## config.mk

```make
export PLATFORM = sky130hd
export DESIGN_NAME = mvau_weight_mem_rt_flat
export DESIGN_NICKNAME = d
export VERILOG_FILES = /design/src/rtl/mvau_weight_mem_rt_if.sv /design/src/rtl/mvau_weight_mem_rt.sv /design/src/flat_wrapper.sv
export SDC_FILE = /design/constraint.sdc
export NUM_CORES = 1
export LEC_CHECK = 0
export CAP_MARGIN = 10
export CORE_AREA = 2 2 54 56
export DETAILED_ROUTE_END_ITERATION = 16
export DIE_AREA = 0 0 56 58
export PLACE_DENSITY = 0.75
export SETUP_SLACK_MARGIN = 0.2
export SYNTH_ARGS = -nofsm -noshare
export SYNTH_HDL_FRONTEND = slang
export SYNTH_SLANG_ARGS = --single-unit
```

## constraint.sdc

```tcl
create_clock -name aclk -period 1.56 [get_ports aclk]
set_input_delay 0.156 -clock aclk [delete_from_list [all_inputs] [get_ports aclk]]
set_output_delay 0.156 -clock aclk [all_outputs]
set_load 0.1 [all_outputs]
```

## src/rtl/mvau_weight_mem_rt_if.sv

```systemverilog
// Load-stream, read-request and weight-output signals of the runtime-loadable MVAU weight memory.
// The master side feeds weights and issues reads; the slave side is the memory.
interface mvau_weight_mem_rt_if #(
    parameter int SIMD         = 2,
    parameter int TW           = 1,
    parameter int PE           = 2,
    parameter int WMEM_ADDR_BW = 4
);
    logic                      load_start;
    logic                      s_wload_tvalid;
    logic                      s_wload_tready;
    logic [SIMD*TW-1:0]        s_wload_tdata;
    logic                      rd_en;
    logic [WMEM_ADDR_BW-1:0]   rd_addr;
    logic [PE*SIMD*TW-1:0]     wmem_out;
    logic                      wmem_valid;
    logic                      wmem_rdy;
    logic                      load_done;

    modport master (
        output load_start, s_wload_tvalid, s_wload_tdata, rd_en, rd_addr,
        input  s_wload_tready, wmem_out, wmem_valid, wmem_rdy, load_done
    );

    modport slave (
        input  load_start, s_wload_tvalid, s_wload_tdata, rd_en, rd_addr,
        output s_wload_tready, wmem_out, wmem_valid, wmem_rdy, load_done
    );
endinterface

```

## src/rtl/mvau_weight_mem_rt.sv

```systemverilog
// Multi-PE weight memory filled at run time from a stream, read out as one word per PE per address
// with a registered latency of RD_LAT (1 or 2) cycles and an accompanying valid flag.
module mvau_weight_mem_rt #(
    parameter int SIMD         = 2,
    parameter int TW           = 1,
    parameter int PE           = 2,
    parameter int WMEM_DEPTH   = 4,
    parameter int WMEM_ADDR_BW = 4,
    parameter int RD_LAT       = 1
) (
    input logic                 aclk,
    input logic                 aresetn,
    mvau_weight_mem_rt_if.slave wif
);
    localparam int W   = SIMD * TW;
    localparam int PIW = (PE > 1) ? $clog2(PE) : 1;
    localparam int AIW = (WMEM_DEPTH > 1) ? $clog2(WMEM_DEPTH) : 1;
    localparam logic [PIW-1:0]          LAST_PE   = PIW'(PE - 1);
    localparam logic [WMEM_ADDR_BW-1:0] LAST_ADDR = WMEM_ADDR_BW'(WMEM_DEPTH - 1);
    localparam logic [WMEM_ADDR_BW:0]   DEPTH_EXT = (WMEM_ADDR_BW + 1)'(WMEM_DEPTH);

    typedef enum logic [1:0] {EMPTY, LOAD, READY} state_t;

    state_t                  state;
    logic [PIW-1:0]          pe_cnt;
    logic [WMEM_ADDR_BW-1:0] addr_cnt;
    logic                    tready_r;
    logic                    rdy_r;
    logic                    done_r;
    logic                    wr_en;
    logic                    rd_acc;
    logic                    rd_in_range;
    logic [AIW-1:0]          wr_idx;
    logic [AIW-1:0]          rd_idx;
    logic                    vld_p0;
    logic [PE*W-1:0]         data_p0;

    // tready_r/rdy_r mirror the LOAD/READY states, so they double as the write and read gates
    assign wr_en       = wif.s_wload_tvalid & tready_r;
    assign rd_acc      = wif.rd_en & rdy_r;
    assign wr_idx      = addr_cnt[AIW-1:0];
    assign rd_idx      = wif.rd_addr[AIW-1:0];
    assign rd_in_range = ({1'b0, wif.rd_addr} < DEPTH_EXT);

    always_ff @(posedge aclk) begin
        if (!aresetn) begin
            state    <= EMPTY;
            pe_cnt   <= '0;
            addr_cnt <= '0;
            tready_r <= 1'b0;
            rdy_r    <= 1'b0;
            done_r   <= 1'b0;
        end else begin
            done_r <= 1'b0;
            case (state)
                EMPTY, READY: begin
                    if (wif.load_start) begin
                        state    <= LOAD;
                        pe_cnt   <= '0;
                        addr_cnt <= '0;
                        tready_r <= 1'b1;
                        rdy_r    <= 1'b0;
                    end
                end
                LOAD: begin
                    // Address-major fill: all PE banks for one address before advancing the address
                    if (wr_en) begin
                        if (pe_cnt == LAST_PE) begin
                            pe_cnt <= '0;
                            if (addr_cnt == LAST_ADDR) begin
                                state    <= READY;
                                addr_cnt <= '0;
                                tready_r <= 1'b0;
                                rdy_r    <= 1'b1;
                                done_r   <= 1'b1;
                            end else begin
                                addr_cnt <= addr_cnt + 1'b1;
                            end
                        end else begin
                            pe_cnt <= pe_cnt + 1'b1;
                        end
                    end
                end
                default: begin
                    state    <= EMPTY;
                    tready_r <= 1'b0;
                    rdy_r    <= 1'b0;
                end
            endcase
        end
    end

    // Stage p0: per-bank memory read register
    for (genvar g = 0; g < PE; g++) begin : g_bank
        (* ram_style = "auto" *) logic [W-1:0] mem [WMEM_DEPTH];
        logic [W-1:0] rd_p0;

        always_ff @(posedge aclk) begin
            if (wr_en && (pe_cnt == PIW'(g))) begin
                mem[wr_idx] <= wif.s_wload_tdata;
            end
        end

        always_ff @(posedge aclk) begin
            if (!aresetn) begin
                rd_p0 <= '0;
            end else if (rd_acc) begin
                rd_p0 <= rd_in_range ? mem[rd_idx] : '0;
            end
        end

        assign data_p0[g*W +: W] = rd_p0;
    end

    always_ff @(posedge aclk) begin
        if (!aresetn) begin
            vld_p0 <= 1'b0;
        end else begin
            vld_p0 <= rd_acc;
        end
    end

    // Stage p1: optional extra output register for RD_LAT = 2
    if (RD_LAT == 2) begin : g_lat2
        logic            vld_p1;
        logic [PE*W-1:0] data_p1;

        always_ff @(posedge aclk) begin
            if (!aresetn) begin
                vld_p1  <= 1'b0;
                data_p1 <= '0;
            end else begin
                vld_p1 <= vld_p0;
                if (vld_p0) begin
                    data_p1 <= data_p0;
                end
            end
        end

        assign wif.wmem_valid = vld_p1;
        assign wif.wmem_out   = data_p1;
    end else begin : g_lat1
        assign wif.wmem_valid = vld_p0;
        assign wif.wmem_out   = data_p0;
    end

    assign wif.s_wload_tready = tready_r;
    assign wif.wmem_rdy       = rdy_r;
    assign wif.load_done      = done_r;
endmodule

```

## src/flat_wrapper.sv

```systemverilog
// flat-port wrapper written by rule: the top's interface ports become plain ports
module mvau_weight_mem_rt_flat 
#(
    parameter int SIMD         = 2,
    parameter int TW           = 1,
    parameter int PE           = 2,
    parameter int WMEM_DEPTH   = 4,
    parameter int WMEM_ADDR_BW = 4,
    parameter int RD_LAT       = 1
)
  (aclk, aresetn, wif_load_start, wif_s_wload_tvalid, wif_s_wload_tdata, wif_rd_en, wif_rd_addr, wif_s_wload_tready, wif_wmem_out, wif_wmem_valid, wif_wmem_rdy, wif_load_done);
  mvau_weight_mem_rt_if #(.SIMD(SIMD), .TW(TW), .PE(PE), .WMEM_ADDR_BW(WMEM_ADDR_BW)) wif_i ();
  input logic aclk;
  input logic aresetn;
  input wire logic [$bits(wif_i.load_start)-1:0] wif_load_start;
  input wire logic [$bits(wif_i.s_wload_tvalid)-1:0] wif_s_wload_tvalid;
  input wire logic [$bits(wif_i.s_wload_tdata)-1:0] wif_s_wload_tdata;
  input wire logic [$bits(wif_i.rd_en)-1:0] wif_rd_en;
  input wire logic [$bits(wif_i.rd_addr)-1:0] wif_rd_addr;
  output wire logic [$bits(wif_i.s_wload_tready)-1:0] wif_s_wload_tready;
  output wire logic [$bits(wif_i.wmem_out)-1:0] wif_wmem_out;
  output wire logic [$bits(wif_i.wmem_valid)-1:0] wif_wmem_valid;
  output wire logic [$bits(wif_i.wmem_rdy)-1:0] wif_wmem_rdy;
  output wire logic [$bits(wif_i.load_done)-1:0] wif_load_done;
  assign wif_i.load_start = wif_load_start;
  assign wif_i.s_wload_tvalid = wif_s_wload_tvalid;
  assign wif_i.s_wload_tdata = wif_s_wload_tdata;
  assign wif_i.rd_en = wif_rd_en;
  assign wif_i.rd_addr = wif_rd_addr;
  assign wif_s_wload_tready = wif_i.s_wload_tready;
  assign wif_wmem_out = wif_i.wmem_out;
  assign wif_wmem_valid = wif_i.wmem_valid;
  assign wif_wmem_rdy = wif_i.wmem_rdy;
  assign wif_load_done = wif_i.load_done;
  mvau_weight_mem_rt #(.SIMD(SIMD), .TW(TW), .PE(PE), .WMEM_DEPTH(WMEM_DEPTH), .WMEM_ADDR_BW(WMEM_ADDR_BW), .RD_LAT(RD_LAT)) u_core (.aclk(aclk), .aresetn(aresetn), .wif(wif_i));
endmodule
```

==> impl_metrics.yaml <==
run_status:
  status: "finished clean"
timing:
  maxSlewViolCount: 0
  worst_pin_slew_ns: 0.500
  setup_slack_ns: 0.248
  maxSlewHeadroom_pct: 66.4
  fin_hold_ws_ns: 0.508
  period_share_pct: 84.1
  fin_skew_ns: 0.00699
  finalCriticalPeriod_ns: 1.31
  fmax_mhz: 762
  rsz0062_at_grt: "no"
  hold_viol: 0
  report.final.setup_viol: 0
clock_tree:
  htree_levels: 2
  clockBufferDepth: 2
  cts.sinks: 30
  clkTransAtPathRegs_ns: 0.09
  cts_tree: "yes"
  cts_buffers: 5
  hold_buffers: 0
  cts_setup_buffers: 0
  cts-root-buf: "clkbuf_4"
  clk_latency_ns: 0.32
finish:
  syn2layout_area_growth_pct: 29.9
  fin_area_mm2: 0.00171
  nets: 140
  n_antenna_cell: 0
  multi_input_area_um2: 537
  num-fill-cells: 194
  fin_cells: 157
  drive_gt1_share_pct: 23.0
  seqCellArea_um2: 769
route:
  drc: 0
  wl_mm: 2.44
  via_per_inst: 5.66
  antenna_left: 0
  dr_total_vias: 888
  wl_per_cell_um: 15.6
  drtIter0Drc: 11
  drtPass1Iterations: 4
placement:
  post-dp-hpwl_mm: 1.86
  dp.cells: 149
  dp_slack_ns: -0.109
  post_dp_cell_area_mm2: 0.00165
  port_buffers: 18
  globalplace.congestion: 0.836
synth:
  yosys.area.top_type_share_pct: 36.5
  synth-seq-cells: 30
  yosysMostFrequentCell: "edfxtp_1"
  seq_area_frac_synth_pct: 57.8
  avgSynthCellArea_um2: 13.7
  ys_warn_count: 0
  synthFlopType: "edfxtp_1"
  async_reset_ff_share_pct: 0
  synth_commonest_cells: "16 x edfxtp_1, 14 x dfxtp_1, 8 x and2_1"
  synth.largest_area_cell: "edfxtp_1"
  netlist_area_mm2: 0.00132
  synth_cell_types: 40
  synthTopCellsByArea: "edfxtp_1 37%, dfxtp_1 21%, mux4_1 6.0%"
  netlist_instances: 96
  synthesis.nets: 111
  synth-edff-count: 16
grt:
  grt_usage_pct: 16.9
  grt_pass1_wl_mm: 4.08
  overflow: 0
  grt_max_degree: 10
  grt_pass1_vias: 920
  antenna_found_initial: 0
critical_path:
  crit_fanout: 4
  start_kind: "input port"
  crit_required_ns: 1.78
  cp.arrival_ns: 1.53
  critPathKind: "input port to flop"
  endpoint_kind: "flop"
pwr:
  combPwrFrac_pct: 9.4
  peakVddDrop_v: 0.000700
  p_switching_mw: 0.328
  switching_share_pct: 23.2
  intPower_mw: 1.09
  power.density_mw_per_mm2: 826
  total_power_mw: 1.41
  clockPowerShare_pct: 30.3
  sequentialPowerShare_pct: 60.3
  leakage_nw: 0.636
die:
  dieHeight_um: 58
  io_pins: 19
  rows: 19
  die_width_um: 56
  die-area_mm2: 0.00325
  core_mm2: 0.00266
  start_util_pct: 49.4
run:
  cap_violations: 0
hold_path:
  min-delay-path-class: "input port to flop"
[logic make-up after synthesis]
group / count (synthesis) / share of synthesized area [%]
simple gates: 32 / 16.1
flops: 30 / 57.8
compound gates: 20 / 11.7
buf+inv: 5 / 2.28
mux: 4 / 7.70
fa+ha+maj: 4 / 3.80
xor+xnor: 1 / 0.666
[metal layers]
metal	part of all wire [%]	up-vias	routed length, um	GRT usage (%)
met4	2.3	0	56	9.52
met3	5.4	6	131	6.03
li1	-	431	-	-
met1	42	422	1020	18.5
met5	0	-	0	0
met2	51	29	1240	28.6
[state kept, by name (all words and copies together) (netlist names)]
register,flops
u_core.state,2
u_core.pe_cnt,1
u_core.g_bank.mem,16
u_core.addr_cnt,4
u_core.g_bank.rd_p0,4
u_core.wif.load_done,1
u_core.wif.s_wload_tready,1
u_core.wif.wmem_valid,1
[cell usage in the layout, fill, tap and decap left out, types with 4 or more instances in the layout]
| master | Yosys | routed |
|---|---|---|
| dfxtp_1 | 14 | 11 |
| a22o_1 | 4 | 4 |
| clkdlybuf4s50_1 | 0 | 10 |
| clkbuf_4 | 0 | 5 |
| and2_1 | 8 | 8 |
| buf_4 | 1 | 6 |
| edfxtp_1 | 16 | 16 |
| ha_1 | 4 | 4 |
| buf_12 | 0 | 8 |
[critical path, stage by stage]
cell             delay, ns
clkdlybuf4s50_1       0.59
mux4_2                0.54
a22o_1                0.24
[cell type report]
| class | count | area share, % |
|---|---|---|
| Inverter | 3 | 0.658 |
| Clock buffer | 8 | 2.85 |
| Multi-Input combinational cell | 61 | 31.4 |
| Sequential cell | 30 | 45.0 |
| Timing Repair Buffer | 24 | 17.8 |
| Tap cell | 31 | 2.27 |
[timing repair]
item,in CTS,in global routing
endpoints found under the hold margin,0,0
resized for setup,0,2
setup endpoints to repair,0,4
[path summary, 6_finish.rpt]
kind / from / to / slack, ns / cells past startpoint
min: wif_rd_en / u_core.wif.wmem_valid / 0.51 / 2
max reg2reg: u_core.addr_cnt[1] / u_core.addr_cnt[0] / 0.28 / 4
min reg2reg: u_core.state[0] / u_core.pe_cnt / 0.53 / 1
max: wif_rd_addr[0] / u_core.g_bank[0].rd_p0[1] / 0.25 / 3
[through the flow]
step / TNS (ns) / utilization, %
global route: 0 / 64.2
CTS: 0 / 64.0
detailed placement: -0.383 / 62.1
floorplan: 0 / -
finish: 0 / 64.2
global placement: -0.204 / 62.1
[power groups by stage]
stage / Clock [mW] / Sequential, mW / Combinational, mW
final: 0.428 / 0.852 / 0.133
after global placement: 0 / 0.868 / 0.131
after CTS: 0.436 / 0.851 / 0.134
after floorplan: 0 / 0.884 / 0.0525
after global routing: 0.476 / 0.853 / 0.142
after detailed placement: 0 / 0.870 / 0.133
Power figures use the tool's default switching activity.
